--- src/rtl/keypad_num_entry.sv ---
// keypad_num_entry: scans and debounces a 4x4 keypad, turning decimal key entry
// into an 8-bit value with Clear (*) and Enter (#).
module keypad_num_entry #(
    parameter logic [15:0] SCAN_TICKS = 16'd50000,
    parameter logic [3:0]  DEB_SCANS  = 4'd4
) (
    input  logic       clk,
    input  logic       rst_n,
    output logic [3:0] col,
    input  logic [3:0] row,
    output logic [7:0] num,
    output logic [7:0] value,
    output logic       entered,
    output logic       key_valid,
    output logic [3:0] key_code,
    output logic       overflow
);
    // Key codes indexed by {row, col}, four bits per entry.
    localparam logic [63:0] KEYMAP = {4'hD, 4'hF, 4'h0, 4'hE, 4'hC, 4'h9, 4'h8, 4'h7,
                                      4'hB, 4'h6, 4'h5, 4'h4, 4'hA, 4'h3, 4'h2, 4'h1};
    logic [3:0]  row_s1_q, row_s2_q;
    logic [15:0] dwell_q, dwell_d;
    logic [1:0]  col_idx_q, col_idx_d;
    logic [1:0]  hits_q, hits_d;
    logic [3:0]  code_acc_q, code_acc_d;
    logic        prev_valid_q, prev_valid_d;
    logic [3:0]  prev_code_q, prev_code_d;
    logic [3:0]  stable_q, stable_d;
    logic        latched_q, latched_d;
    logic [7:0]  num_q, num_d, value_q, value_d;
    logic [3:0]  key_code_q, key_code_d;
    logic        entered_q, entered_d, key_valid_q, key_valid_d, overflow_q, overflow_d;
    logic [3:0]  lows, cur_code, res_code, stable_next;
    logic [2:0]  col_cnt, tot;
    logic [1:0]  row_idx;
    logic [11:0] t;
    logic        sample, scan_end, res_valid, same, accept, is_digit;

    always_comb begin
        lows        = ~row_s2_q;
        col_cnt     = {2'b0, lows[0]} + {2'b0, lows[1]} + {2'b0, lows[2]} + {2'b0, lows[3]};
        row_idx     = lows[0] ? 2'd0 : lows[1] ? 2'd1 : lows[2] ? 2'd2 : 2'd3;
        cur_code    = KEYMAP[{row_idx, col_idx_q, 2'b00} +: 4];
        sample      = dwell_q == SCAN_TICKS - 16'd1;
        scan_end    = sample && col_idx_q == 2'd3;
        tot         = {1'b0, hits_q} + col_cnt;
        res_valid   = tot == 3'd1;
        res_code    = col_cnt == 3'd1 ? cur_code : code_acc_q;
        same        = res_valid == prev_valid_q && (!res_valid || res_code == prev_code_q);
        stable_next = !same ? 4'd1 : stable_q >= DEB_SCANS ? DEB_SCANS : stable_q + 4'd1;
        accept      = scan_end && res_valid && stable_next == DEB_SCANS && !latched_q;
        dwell_d     = sample ? 16'd0 : dwell_q + 16'd1;
        col_idx_d   = sample ? col_idx_q + 2'd1 : col_idx_q;
        // Hit count saturates at 2: anything beyond one key is a multi-press.
        hits_d      = scan_end ? 2'd0 : sample ? (tot >= 3'd2 ? 2'd2 : tot[1:0]) : hits_q;
        code_acc_d  = scan_end ? 4'd0 : (sample && col_cnt == 3'd1) ? cur_code : code_acc_q;
        prev_valid_d = scan_end ? res_valid : prev_valid_q;
        prev_code_d = scan_end ? res_code : prev_code_q;
        stable_d    = scan_end ? stable_next : stable_q;
        latched_d   = accept ? 1'b1 :
                      (scan_end && !res_valid && stable_next == DEB_SCANS) ? 1'b0 : latched_q;
        t           = {4'b0, num_q} * 12'd10 + {8'b0, res_code};
        is_digit    = res_code <= 4'd9;
        num_d       = !accept ? num_q :
                      is_digit ? (t <= 12'd255 ? t[7:0] : num_q) :
                      (res_code == 4'hE || res_code == 4'hF) ? 8'd0 : num_q;
        value_d     = (accept && res_code == 4'hF) ? num_q : value_q;
        entered_d   = accept && res_code == 4'hF;
        key_valid_d = accept;
        key_code_d  = accept ? res_code : key_code_q;
        overflow_d  = accept && is_digit && t > 12'd255;
    end

    always_ff @(posedge clk) begin
        if (!rst_n) begin
            row_s1_q     <= 4'hF;
            row_s2_q     <= 4'hF;
            dwell_q      <= 16'd0;
            col_idx_q    <= 2'd0;
            hits_q       <= 2'd0;
            code_acc_q   <= 4'd0;
            prev_valid_q <= 1'b0;
            prev_code_q  <= 4'd0;
            stable_q     <= 4'd0;
            latched_q    <= 1'b0;
            num_q        <= 8'd0;
            value_q      <= 8'd0;
            key_code_q   <= 4'd0;
            entered_q    <= 1'b0;
            key_valid_q  <= 1'b0;
            overflow_q   <= 1'b0;
        end else begin
            row_s1_q     <= row;
            row_s2_q     <= row_s1_q;
            dwell_q      <= dwell_d;
            col_idx_q    <= col_idx_d;
            hits_q       <= hits_d;
            code_acc_q   <= code_acc_d;
            prev_valid_q <= prev_valid_d;
            prev_code_q  <= prev_code_d;
            stable_q     <= stable_d;
            latched_q    <= latched_d;
            num_q        <= num_d;
            value_q      <= value_d;
            key_code_q   <= key_code_d;
            entered_q    <= entered_d;
            key_valid_q  <= key_valid_d;
            overflow_q   <= overflow_d;
        end
    end

    assign col       = ~(4'b0001 << col_idx_q);
    assign num       = num_q;
    assign value     = value_q;
    assign entered   = entered_q;
    assign key_valid = key_valid_q;
    assign key_code  = key_code_q;
    assign overflow  = overflow_q;
endmodule

--- config.mk ---
export PLATFORM = sky130hd
export DESIGN_NAME = keypad_num_entry
export DESIGN_NICKNAME = d
export VERILOG_FILES = /design/src/rtl/keypad_num_entry.sv
export SDC_FILE = /design/constraint.sdc
export NUM_CORES = 1
export LEC_CHECK = 0
export ABC_AREA = 1
export BUFFER_PORTS_ARGS = -buffer_cell sky130_fd_sc_hd__buf_2
export CORE_ASPECT_RATIO = 1.2
export CORE_MARGIN = 10
export CORE_UTILIZATION = 40
export CTS_CLUSTER_SIZE = 40
export DETAILED_ROUTE_END_ITERATION = 12
export PLACE_DENSITY = 0.59
export SLEW_MARGIN = 20
export SYNTH_ARGS = -nofsm -noshare
export SYNTH_HDL_FRONTEND = slang
export SYNTH_SLANG_ARGS = --single-unit
--- constraint.sdc ---
create_clock -name clk -period 8.67 [get_ports clk]
set_clock_uncertainty 0.2 [all_clocks]
set_input_delay 1.734 -clock clk [delete_from_list [all_inputs] [get_ports clk]]
set_output_delay 1.734 -clock clk [all_outputs]
set_load 0.02 [all_outputs]
After elaboration in Yosys (flattened, before gate mapping)
Cells that the tools add are included.
{"block": "totals", "regBits": 65, "latchBits": 0, "ramBits": 0, "rom_bits": 0, "in_bits": 6, "out_inout_bits": 27, "elab_cells": 77, "mem_count": 0}
{"block": "classes", "add_sub_neg": 8, "n_mul": 1, "div": 0, "n_lt_le_gt_ge": 5, "eq_ne": 10, "n_shift": 2, "mux": 12, "n_bitwise": 3, "reduce_logical": 20}
{"operator": "64-bit by 7-bit variable part select with 4-bit output, first input constant", "count": 1}
{"operator": "8-bit two-way mux", "count": 3}
{"operator": "16-bit by 1-bit adder with 16-bit output, second input constant", "count": 1}
{"operator": "16-bit == test, second input constant", "count": 1}
{"operator": "12-bit by 4-bit adder with 12-bit output", "count": 1}
{"operator": "12-bit by 8-bit greater-than comparator with 1-bit output, second input constant", "count": 1}
{"operator": "12-bit by 8-bit less-or-equal comparator with 1-bit output, second input constant", "count": 1}
{"operator": "4-bit two-way mux", "count": 3}
{"operator": "1-bit logical AND", "count": 11}
{"operator": "8-bit by 3-bit multiplier with 11-bit output, second input constant", "count": 1}
{"operator": "4-bit == test, second input constant", "count": 2}
{"operator": "4-bit inverter", "count": 2}
{"operator": "3-bit by 1-bit == test with 1-bit output, second input constant", "count": 2}
{"operator": "2-bit two-way mux", "count": 3}
{"operator": "4-bit by 1-bit adder with 4-bit output, second input constant", "count": 1}
{"operator": "4-bit by 3-bit == test with 1-bit output, second input constant", "count": 1}
{"operator": "4-bit == test", "count": 1}
{"operator": "4-bit by 3-bit greater-or-equal comparator with 1-bit output, second input constant", "count": 1}
{"operator": "4-bit less-or-equal comparator, second input constant", "count": 1}
{"operator": "2-bit nonzero test", "count": 2}
{"operator": "2-bit OR reduction", "count": 2}
{"operator": "1-bit by 2-bit left shift with 4-bit output, first input constant", "count": 1}
{"operator": "2-bit by 1-bit adder with 3-bit output", "count": 1}
{"operator": "2-bit by 3-bit adder with 3-bit output", "count": 1}
{"operator": "other kinds (12)", "count": 16}

Depth between registers and ports, before layout
Gate-level depths: netlist of run 1.
{"block": "depth", "depth_word": 15, "ltp_mapped": 24, "mapped_depth_nobuf": 24}

Worst setup path before layout of run 1
No wires, ideal clock.
{"block": "synth_timing", "path_type": "reg2reg", "start": "reg row_s2_q[0]", "end": "reg num_q[0] (netlist: num[0])", "t_arrival_ns": 3.604, "setup_slack_ns": 4.796, "stages_incl_launch_ff": 25, "path_buffers": 0, "synth_period_minus_slack_ns": 3.874, "path_cell_list": "dfxtp_1 inv_1 fa_1 ha_1 ha_1 nor2_1 nand2_1 inv_2 nand3_2 nand2_2 ha_1 inv_1 fa_1 inv_1 nand2_1 a21oi_1 nor2_1 o21a_1 nand2_1 nand2_1 nand2_1 inv_1 nand2_1 nand2_1 a21oi_1"}
{"block": "synth_between", "elab_chain_cells": 14, "elab_cells_between_ends": 31}
{"element": "start: declaration", "line": "21", "rtl": "logic [3:0] row_s1_q, row_s2_q;"}
{"element": "start signal: assignment", "line": "94", "rtl": "row_s2_q <= row_s1_q;"}
{"element": "4-bit inverter *", "line": "40", "rtl": "lows = ~row_s2_q;"}
{"element": "1-bit by 1-bit adder with 2-bit output", "line": "41", "rtl": "col_cnt = {2'b0, lows[0]} + {2'b0, lows[1]} + {2'b0, lows[2]} + {2'b0, lows[3]};"}
{"element": "2-bit by 1-bit adder with 3-bit output", "line": "41"}
{"element": "3-bit by 1-bit adder with 3-bit output", "line": "41"}
{"element": "3-bit by 1-bit == test with 1-bit output", "line": "48", "rtl": "res_code = col_cnt == 3'd1 ? cur_code : code_acc_q;"}
{"element": "4-bit two-way mux *", "line": "48"}
{"element": "via res_code[1]", "line": "33", "rtl": "logic [3:0] lows, cur_code, res_code, stable_next;"}
{"element": "branches (longest 8 deep; another with 12-bit by 4-bit adder with 12-bit output)"}
{"element": "end signal: assignment", "line": "103", "rtl": "num_q <= num_d;"}
{"element": "end: declaration", "line": "30", "rtl": "logic [7:0] num_q, num_d, value_q, value_d;"}
Mark *: on every way through the listed nets, which the timed path passes. The select of a mux whose other input is x is not followed.
A chain may end at the register's enable or synchronous reset.

Worst setup path in the final report of run 1
{"block": "layout_timing", "start": "reg row_s2_q[0]", "end": "reg num_q[4] (netlist: num[4])"}
Same word-level chain as after synthesis.

==> summary.txt, run 1 <==
Flow run
  – Max cap viols: 0

Finish
  – Post-layout nets: 549
  – Finished Layout Cells: 634
  – Layout area overhead: 13.1%
  – Number of fill cells in the layout: 916
  – Share of layout cells above drive strength 1: 17.8%
  – Antenna cells: 0
  – Area taken by multi-input logic gates: 1980 sq um
  – Storage element area: 1300 sq um
  – Fin area: 4080 sq um
  – Most frequent cells in the layout: 78 x nand2_1, 71 x inv_1, 65 x dfxtp_1
  – Commonest non-fill, non-tap cell in the layout: nand2_1

Timing
  – Setup TNS Final: 0 ps
  – Fraction of the cycle the final worst path needs: 49.4%
  – Unrepaired setup endpoints after global routing: false
  – Final setup viols: 0
  – Post-layout min period: 4280 ps
  – Max-slew violation count: 0
  – Final setup margin: 4390 ps
  – Fmax: 233 MHz
  – Worst Hold Slack: 210 ps
  – Relative slew slack: 54.5%
  – Worst-Margin Slew: 676 ps
  – Final Hold Fails: 0

Yosys
  – Post-Synth XOR/XNOR Area: 1.94%
  – Post-synth ARST share: 0%
  – Syn. warnings: 0
  – Compound-cell area share of the yosys netlist: 10.0%
  – Post-synth top flop: dfxtp_1
  – Synth Register Bits: 65
  – Area share of fa/ha/maj cells after synthesis: 11.6%
  – Yosys cell types: 40
  – Register area share after synthesis: 36.1%
  – Synthesized cell area: 3600 sq um
  – Post-Synth Simple-Gate Area: 31.5%
  – Main combinational cell family by area after synthesis: simple AND/OR/NAND/NOR gates
  – Syn Inst Count: 476
  – Syn nets: 513
  – Number of synthesized flops with an enable pin: 0
  – Post-synthesis mux area share: 0%
  – Syn avg cell area: 7.57 sq um

GRT
  – Vias in the first global route: 3000
  – Total gr overflow: 0
  – Largest net degree at the start of global routing: 26
  – GRT Overall Usage: 12.9%
  – First-pass GRT wire length: 13.8 mm
  – Initial antenna violation count: 0

Clock network
  – Clk sinks: 65
  – Root buf cell: clkbuf_8
  – Skew-Pair Late Insertion Delay: 350 ps
  – Hold-fix buffers, CTS: 0
  – Clk slew on worst S/H paths: 80 ps
  – H-tree depth: 3
  – CTS tree: built
  – Post-CTS sizing: 0
  – Setup bufs post-CTS: 0
  – Max Root-Sink Buffers: 2
  – CTS buffer count: 9

Place
  – Dpl hpwl: 6.24 mm
  – Placed insts: 618
  – Post-DP Area: 3870 sq um
  – RD Place Congestion: 0.853
  – Port Buf Inserts: 32
  – Pre-CTS WS: 4400 ps

Run status
  – Status: completed

Critical path
  – Critical-path maximum fanout: 7
  – Critical path required time: 8760 ps
  – CP startpoint kind: register
  – WS Path Type: reg2reg
  – CP Capture Type: register
  – R2R setup slack: 4390 ps
  – Critical path arrival: 4380 ps

Die
  – Die area: 13200 sq um
  – Die width: 107 microns
  – Standard cell core area: 8700 sq um
  – Initial Util: 41.4%
  – I/O Pins: 33
  – # rows: 37
  – Y dimension of the die: 124 microns

Pwr
  – Maximum vdd drop: 0.0000942 V
  – Leak: 0.00187 uW
  – P per Cell Area: 152 nW/um^2

Routing
  – Routed vias: 3018
  – DRC: 0
  – Final WL: 8.08 mm
  – Drt via density: 4.76
  – DR iter-0 viols: 94
  – Pre-antenna DRT Iters: 4
  – Post-route ant nets: 0
  – DR WL/cell: 12.7 microns

Min path
  – Hold/Removal Path Class: reg2reg
-- cells in the mapped netlist (4+ instances only) --
master	number	area [sq um]
nand2_1	78	293
inv_1	71	267
dfxtp_1	65	1300
nor2_1	64	240
a21oi_1	27	135
ha_1	27	338
nand3_1	22	110
o21ai_0	19	95.1
or2_2	11	68.8
nand2_2	9	56.3
nor3_1	9	45.0
nand3_2	6	60.1
xor2_1	6	52.6
clkbuf_1	5	18.8
nand4_1	5	31.3
fa_1	4	80.1
inv_2	4	15.0
nand2_4	4	45.0
nor3b_1	4	30.0
nor4_1	4	25.0
o21a_1	4	30.0
o22ai_1	4	25.0
-- cells by family after synthesis --
family | count (synthesis)
adders and majority gates | 31
xor gates and xnor gates | 8
buffers and inverters | 82
and+or+nand+nor | 226
DFF | 65
AOI/OAI and AO/OA | 64
-- stage by stage --
stage,power [uW],util (%)
final,621,46.8
after global routing,651,46.8
after CTS,628,46.8
after detailed placement,360,44.5
after global placement,359,44.5
after floorplan,349,-
-- metal layers --
| layer | vias up | global-route usage (%) | wire length [microns] |
|---|---|---|---|
| met2 | 46 | 22.6 | 4000 |
| met3 | 12 | 3.88 | 330 |
| met4 | 0 | 6.10 | 178 |
| met1 | 1359 | 14.1 | 3570 |
| li1 | 1601 | - | - |
| met5 | - | 0 | 0 |
-- area by class of cell --
class | count | share of cell area (%)
flip-flops and latches | 65 | 31.9
well taps | 117 | 3.59
multi-input cells | 329 | 48.7
inverters | 75 | 6.91
clock buffers | 10 | 3.38
clock inverters | 6 | 1.60
repair buffers | 32 | 3.93
-- registers in the layout, summed over array words and instances (netlist names), 4 cells and up --
name,flops
row_s1_q,4
key_code,4
value,8
stable_q,4
code_acc_q,4
dwell_q,16
num,8
row_s2_q,4
prev_code_q,4
-- critical path: stages, from the launching register on --
cell and delay, ps:
dfxtp_1 440, inv_1 100, fa_1 500, ha_1 200
ha_1 300, nor2_1 100, nand2_1 160, inv_2 160
nand3_2 100, nand2_2 100, ha_1 180, inv_1 60
fa_1 350, inv_1 80, nand2_1 60, a21oi_1 230
nor2_1 90, o21a_1 190, nand2_1 90, nand2_1 70
nand2_1 90, inv_1 50, nand2_1 130, o21ai_0 90
nor2_1 110
-- final timing paths --
check                            startpoint     endpoint  cells past startpoint
worst max register to register  row_s2_q[0]       num[4]                     24
worst min-delay path            row_s1_q[2]  row_s2_q[2]                      1
worst min register to register  row_s1_q[2]  row_s2_q[2]                      1
worst max-delay path            row_s2_q[0]       num[4]                     24
-- power breakdown --
group	switching (uW)	internal [uW]	total (uW)
clock	127	142	268
combinational	35.1	15.1	50.2
sequential	1.63	301	303
No activity file was read; power rests on OpenSTA's default activity.
==> run 2, diff against run 1 <==
- clock period: 8.67 -> 4.1 ns (I/O delays scaled with it)
==> summary.txt, run 2 (synthesis results as in run 1) <==
Run status
  – Status: completed

Routing
  – DRC: 0 (unchanged)
  – Final WL: 8.13 mm (+0.62%)
  – DR WL/cell: 12.6 microns (-0.79%)
  – Routed vias: 3085 (+2.2%)
  – Pre-antenna DRT Iters: 4 (unchanged)
  – Post-route ant nets: 0 (unchanged)
  – Drt via density: 4.80 (+0.79%)
  – DR iter-0 viols: 95 (+1.1%)

Timing
  – Max-slew violation count: 0 (unchanged)
  – Final setup viols: 0 (unchanged)
  – Relative slew slack: 54.0% (-0.52 points)
  – Setup TNS Final: 0 ps (unchanged)
  – Worst Hold Slack: 216 ps (+6.96 ps)
  – Worst-Margin Slew: 684 ps (+7.72 ps)
  – Final Hold Fails: 0 (unchanged)
  – Post-layout min period: 3860 ps (-423 ps)
  – Fraction of the cycle the final worst path needs: 94.2% (+45 points)
  – Fmax: 259 MHz (+11%)

Pwr
  – Register share of total power: 50.2% (+1.5 points)
  – Clk pwr share: 40.4% (-2.8 points)
  – Total Power: 1270 uW (+110%)
  – Comb pwr share: 9.3% (+1.2 points)
  – Internal power: 918 uW (+100%)
  – P per Cell Area: 305 nW/um^2 (+100%)
  – Maximum vdd drop: 0.000178 V (+88%)
  – Leak: 0.00188 uW (+0.83%)
  – Net switching power: 356 uW (+120%)
  – Net Sw Frac: 27.9% (+1.6 points)

GRT
  – Vias in the first global route: 3118 (+3.9%)
  – GRT Overall Usage: 12.9% (-0.017 points)
  – Initial antenna violation count: 0 (unchanged)
  – First-pass GRT wire length: 13.9 mm (+0.65%)
  – Total gr overflow: 0 (unchanged)
  – Largest net degree at the start of global routing: 26 (unchanged)

Clock network
  – Root buf cell: clkbuf_8
  – Skew-Pair Late Insertion Delay: 350 ps (about the same)
  – H-tree depth: 3 (unchanged)
  – Clk slew on worst S/H paths: 80 ps (about the same)
  – CTS tree: built
  – CTS buffer count: 9 (unchanged)
  – Hold-fix buffers, CTS: 0 (unchanged)
  – Clk sinks: 65 (unchanged)
  – Max Root-Sink Buffers: 2 (unchanged)

Critical path
  – Register-to-Register Path Depth: 24 (unchanged)
  – Critical path arrival: 3920 ps (-460 ps)
  – R2R setup slack: 240 ps (-4150 ps)
  – CP startpoint kind: register
  – Critical-path maximum fanout: 9 (+2)
  – CP Capture Type: register
  – WS Path Type: reg2reg
  – Worst r2r src: row_s2_q[0]
  – FF-to-FF End: num[5]
  – Slowest library cell on the worst path: fa_1
  – Crit path cell chain: inv_1, fa_1, ha_2, ha_4, nor2_2, nand2_2, inv_4, nand3_2, nand2_2, ha_2, inv_1, fa_1, inv_2, nand2_2, a21oi_2, nor2_1, o21a_1, nand2_1, nand2_1, nand2_2, nor2_4, buf_4, nor2_1, nor2_1
  – Max incr delay on CP: 530 ps (+30 ps)
  – Cell repeated most along the worst path: nand2_2
  – Critical path required time: 4150 ps (-4610 ps)

Min path
  – Hold/Removal Path Class: reg2reg
  – Hold endpoint: row_s2_q[3]
  – Hold_sp: row_s1_q[3]
  – Hold Path Depth: 1 (unchanged)

Place
  – Port Buf Inserts: 32 (unchanged)
  – RD Place Congestion: 0.845 (-0.96%)
  – Post-DP Area: 3900 sq um (+0.58%)
  – Dpl hpwl: 6.23 mm (-0.11%)

Finish
  – Layout area overhead: 15.9%
  – Share of layout cells above drive strength 1: 21.9% (+4.1 points)
  – Register with the most flip-flops: dwell_q
  – Most frequent cells in the layout: 74 x nand2_1, 70 x inv_1, 63 x dfxtp_1
  – Fin area: 4180 sq um (+2.5%)
  – Post-layout nets: 558 (+1.6%)
  – Antenna cells: 0 (unchanged)
  – Commonest non-fill, non-tap cell in the layout: nand2_1
  – Number of fill cells in the layout: 920 (+0.44%)
  – Number of flip-flops in the largest register: 16 (unchanged)

Die
  – Die area: 13200 sq um (unchanged)
  – # rows: 37 (unchanged)
  – I/O Pins: 33 (unchanged)
  – Standard cell core area: 8700 sq um (unchanged)
  – Y dimension of the die: 124 microns (unchanged)
  – Die width: 107 microns (unchanged)
  – Initial Util: 41.4% (unchanged)

Flow run
  – Max cap viols: 0 (unchanged)
==> run 2: cell types whose count changed in the layout (fill, tap and decap cells not counted), moves of 2 or more <==
cell,delta
clkinv_2,-2
ha_2,+2
nand2_1,-4
a21oi_2,+2
ha_1,-3
nand2_2,+4
buf_4,+9
clkinvlp_4,+2
nor2_1,-2
a21oi_1,-2
dfxtp_1,-2
dfxtp_2,+2
==> run 2: per-layer routing <==
metal	up-vias	routed length, microns	track usage [%]
met2	45	4090	23.3
met4	0	132	5.34
met5	-	0	0
met3	13	347	3.67
li1	1612	-	-
met1	1415	3560	13.9
==> run 2: repair_timing <==
action | 4_1_cts | 5_1_grt
setup buffers | 0 | 6
gates resized for setup | 0 | 17
hold endpoints to repair | 0 | 0
endpoints found under the setup margin | 0 | 13
==> run 2: critical path, delay by kind of cell (launching register included) <==
| family | cells | cell delay, ps |
|---|---|---|
| compound gates | 2 | 330 |
| fa+ha+maj | 5 | 1470 |
| buf+inv | 5 | 420 |
| flops | 1 | 330 |
| simple gates | 12 | 980 |
==> run 2: power groups by stage <==
stage / sequential [uW] / combinational [uW] / clock, uW
final: 640 / 119 / 515
after global routing: 641 / 134 / 556
after CTS: 640 / 109 / 530
after detailed placement: 655 / 108 / 0
after global placement: 654 / 107 / 0
after floorplan: 654 / 84.2 / 0
==> run 2: per-stage QoR <==
step           setup WS, ps  util (%)  cells
6_report                238      48.0    643
5_1_grt               -30.2      48.0    643
2_1_floorplan           226         -    476
4_1_cts                17.2      46.9    637
3_3_place_gp            148      44.8    621
3_5_place_dp           15.1      44.8    621
==> run 2: cell type report <==
type	count	area, sq um	share of cell area (%)
multi-input combinational	329	2030	48.6
sequential	65	1300	31.2
inverter	75	284	6.80
timing repair buffer	41	228	5.45
tap	117	146	3.50
clock buffer	10	138	3.29
clock inverter	6	48.8	1.17
==> run 2: worst max-delay path by stage <==
stage / startpoint / end / depth (start not counted)
final: row_s2_q[0] / num[5] / 24
after global routing: row_s2_q[0] / num[6] / 24
after CTS: row_s2_q[1] / num[1] / 23
after detailed placement: row_s2_q[1] / num[2] / 23
after global placement: row_s2_q[1] / num[2] / 23
after floorplan: row_s2_q[0] / num[0] / 24
==> run 3, diff against run 2 <==
- CORE_UTILIZATION: 40 -> 59
- PLACE_DENSITY: 0.59 -> 0.81
==> summary.txt, run 3 (synthesis results as in run 1) <==
Run status
  – Status: completed

Finish
  – Number of flip-flops in the largest register: 16 (unchanged)
  – Register with the most flip-flops: dwell_q
  – Commonest non-fill, non-tap cell in the layout: nand2_1
  – Post-layout nets: 558 (unchanged)
  – Layout area overhead: 15.3%
  – Fin area: 4160 sq um (-0.48%)
  – Number of fill cells in the layout: 490 (-47%)
  – Antenna cells: 0 (unchanged)
  – Core Util, Final: 69.6% (+22 points)
  – Share of layout cells above drive strength 1: 21.7% (-0.19 points)
  – Most frequent cells in the layout: 73 x nand2_1, 71 x inv_1, 63 x dfxtp_1

Routing
  – DR WL/cell: 13.7 microns (+8.5%)
  – Drt via density: 5.30 (+11%)
  – Post-route ant nets: 0 (unchanged)
  – DRC: 0 (unchanged)
  – Pre-antenna DRT Iters: 5 (+1)
  – Final WL: 8.34 mm (+2.6%)
  – Routed vias: 3224 (+4.5%)
  – DR iter-0 viols: 225 (+140%)

Critical path
  – CP Capture Type: register
  – Critical path required time: 4190 ps (+40 ps)
  – Cell repeated most along the worst path: nand2_2
  – R2R setup slack: 220 ps (-20 ps)
  – CP startpoint kind: register
  – Register-to-Register Path Depth: 24 (unchanged)
  – Critical path arrival: 3970 ps (+50 ps)
  – Max incr delay on CP: 470 ps (-60 ps)
  – WS Path Type: reg2reg
  – Crit path cell chain: inv_1, fa_1, ha_2, ha_4, nor2_2, nand2_2, buf_4, nand2_1, nand2_2, ha_2, inv_1, fa_1, inv_1, nand2_1, a21oi_2, nor2_1, o21a_1, nand2_2, nand2_2, nand2_2, inv_1, nand2_2, o21ai_1, nor2_1
  – FF-to-FF End: num[4]
  – Critical-path maximum fanout: 6 (-3)
  – Crit. Startpoint: row_s2_q[1]
  – Worst r2r src: row_s2_q[1]
  – Slowest library cell on the worst path: fa_1

GRT
  – Largest net degree at the start of global routing: 26 (unchanged)
  – Initial antenna violation count: 0 (unchanged)
  – GRT Overall Usage: 17.1% (+4.1 points)
  – First-pass GRT wire length: 13.6 mm (-2.7%)
  – Vias in the first global route: 3082 (-1.2%)
  – Total gr overflow: 0 (unchanged)

Pwr
  – Leak: 0.00190 uW (+1.0%)
  – P per Cell Area: 325 nW/um^2 (+6.7%)
  – Comb pwr share: 9.6% (+0.3 points)
  – Net switching power: 363 uW (+2.1%)
  – Clk pwr share: 43.1% (+2.7 points)
  – Internal power: 989 uW (+7.7%)
  – Register share of total power: 47.3% (-2.9 points)
  – Net Sw Frac: 26.9% (-1.1 points)
  – Maximum vdd drop: 0.000288 V (+62%)

Flow run
  – Max cap viols: 0 (unchanged)

Timing
  – Final setup viols: 0 (unchanged)
  – Final Hold Fails: 0 (unchanged)
  – Fraction of the cycle the final worst path needs: 94.6% (+0.41 points)
  – Final setup margin: 221 ps (-16.8 ps)
  – Fmax: 258 MHz (-0.43%)
  – Relative slew slack: 55.4% (+1.4 points)
  – Post-layout min period: 3880 ps (+16.8 ps)
  – Worst-Margin Slew: 663 ps (-20.3 ps)
  – Max-slew violation count: 0 (unchanged)
  – Worst Hold Slack: 224 ps (+7.20 ps)
  – Unrepaired setup endpoints after global routing: false

Clock network
  – H-tree depth: 3 (unchanged)
  – Clk sinks: 65 (unchanged)
  – Hold-fix buffers, CTS: 0 (unchanged)
  – CTS tree: built
  – Skew-Pair Late Insertion Delay: 360 ps (about the same)
  – Max Root-Sink Buffers: 2 (unchanged)
  – Clk slew on worst S/H paths: 80 ps (about the same)
  – CTS buffer count: 9 (unchanged)
  – Root buf cell: clkbuf_8

Place
  – Port Buf Inserts: 32 (unchanged)
  – Post-DP Area: 3840 sq um (-1.3%)
  – Dpl hpwl: 6.02 mm (-3.4%)
  – RD Place Congestion: 0.935 (+11%)
  – Pre-CTS WS: -25.6 ps (-40.7 ps)

Die
  – I/O Pins: 33 (unchanged)
  – # rows: 31 (-16%)
  – Die area: 9650 sq um (-27%)
  – Standard cell core area: 5970 sq um (-31%)
  – Y dimension of the die: 106 microns (-15%)
  – Die width: 91.4 microns (-14%)
  – Initial Util: 60.3% (+19 points)

Min path
  – Hold/Removal Path Class: reg2reg
  – Hold endpoint: row_s2_q[2]
  – Hold_sp: row_s1_q[2]
  – Hold Path Depth: 1 (unchanged)
[run 3: cell count changes in the layout (fill, tap and decap cells not counted), sizes merged]
cell	before	now
bufinv	0	1
clkinvlp	3	2
[run 3: through the flow]
stage / setup TNS (ps) / power [uW] / cells
floorplan: 0 / 739 / 476
global placement: 0 / 762 / 585
detailed placement: -63.9 / 765 / 585
CTS: 0 / 1340 / 603
global route: 0 / 1400 / 608
finish: 0 / 1350 / 608
[run 3: how the worst max path moves through the flow]
| stage | endpoint | cells after the start |
|---|---|---|
| global placement | num[6] | 24 |
| global route | num[4] | 24 |
| detailed placement | num[4] | 24 |
| floorplan | num[0] | 24 |
| CTS | num[4] | 24 |
| finish | num[4] | 24 |
[run 3: final cells by class]
| type | count | area [sq um] | share of cell area, % |
|---|---|---|---|
| inverters | 75 | 284 | 6.83 |
| flip-flops and latches | 65 | 1300 | 31.4 |
| repair buffers | 41 | 228 | 5.48 |
| multi-input cells | 329 | 2030 | 48.8 |
| clock buffers | 10 | 138 | 3.31 |
| clock inverters | 6 | 73.8 | 1.78 |
| well taps | 82 | 103 | 2.47 |
[run 3: power groups by stage]
stage                     clock, uW  combinational [uW]  sequential, uW
after floorplan                   0                84.2             654
after global placement            0                 107             654
after detailed placement          0                 110             655
after CTS                       586                 117             640
after global routing            612                 144             641
final                           582                 130             640
[run 3: critical path: cells and delay by family, from the launching register on]
| kind | cells | cell delay, ps |
|---|---|---|
| flops | 1 | 350 |
| compound gates | 3 | 430 |
| buf+inv | 5 | 360 |
| fa+ha+maj | 5 | 1490 |
| simple gates | 11 | 960 |
[run 3: what timing repair did]
item	4_1_cts	5_1_grt
resized for setup	2	14
setup endpoints to repair	8	10
pin swaps	0	4
buffers inserted	2	5
[run 3: routing by layer]
metal | track usage (%) | routed length, microns | vias up
li1 | - | - | 1616
met1 | 17.7 | 3350 | 1499
met2 | 31.3 | 4370 | 81
met3 | 4.61 | 331 | 28
met4 | 7.40 | 282 | 0
met5 | 0 | 0 | -
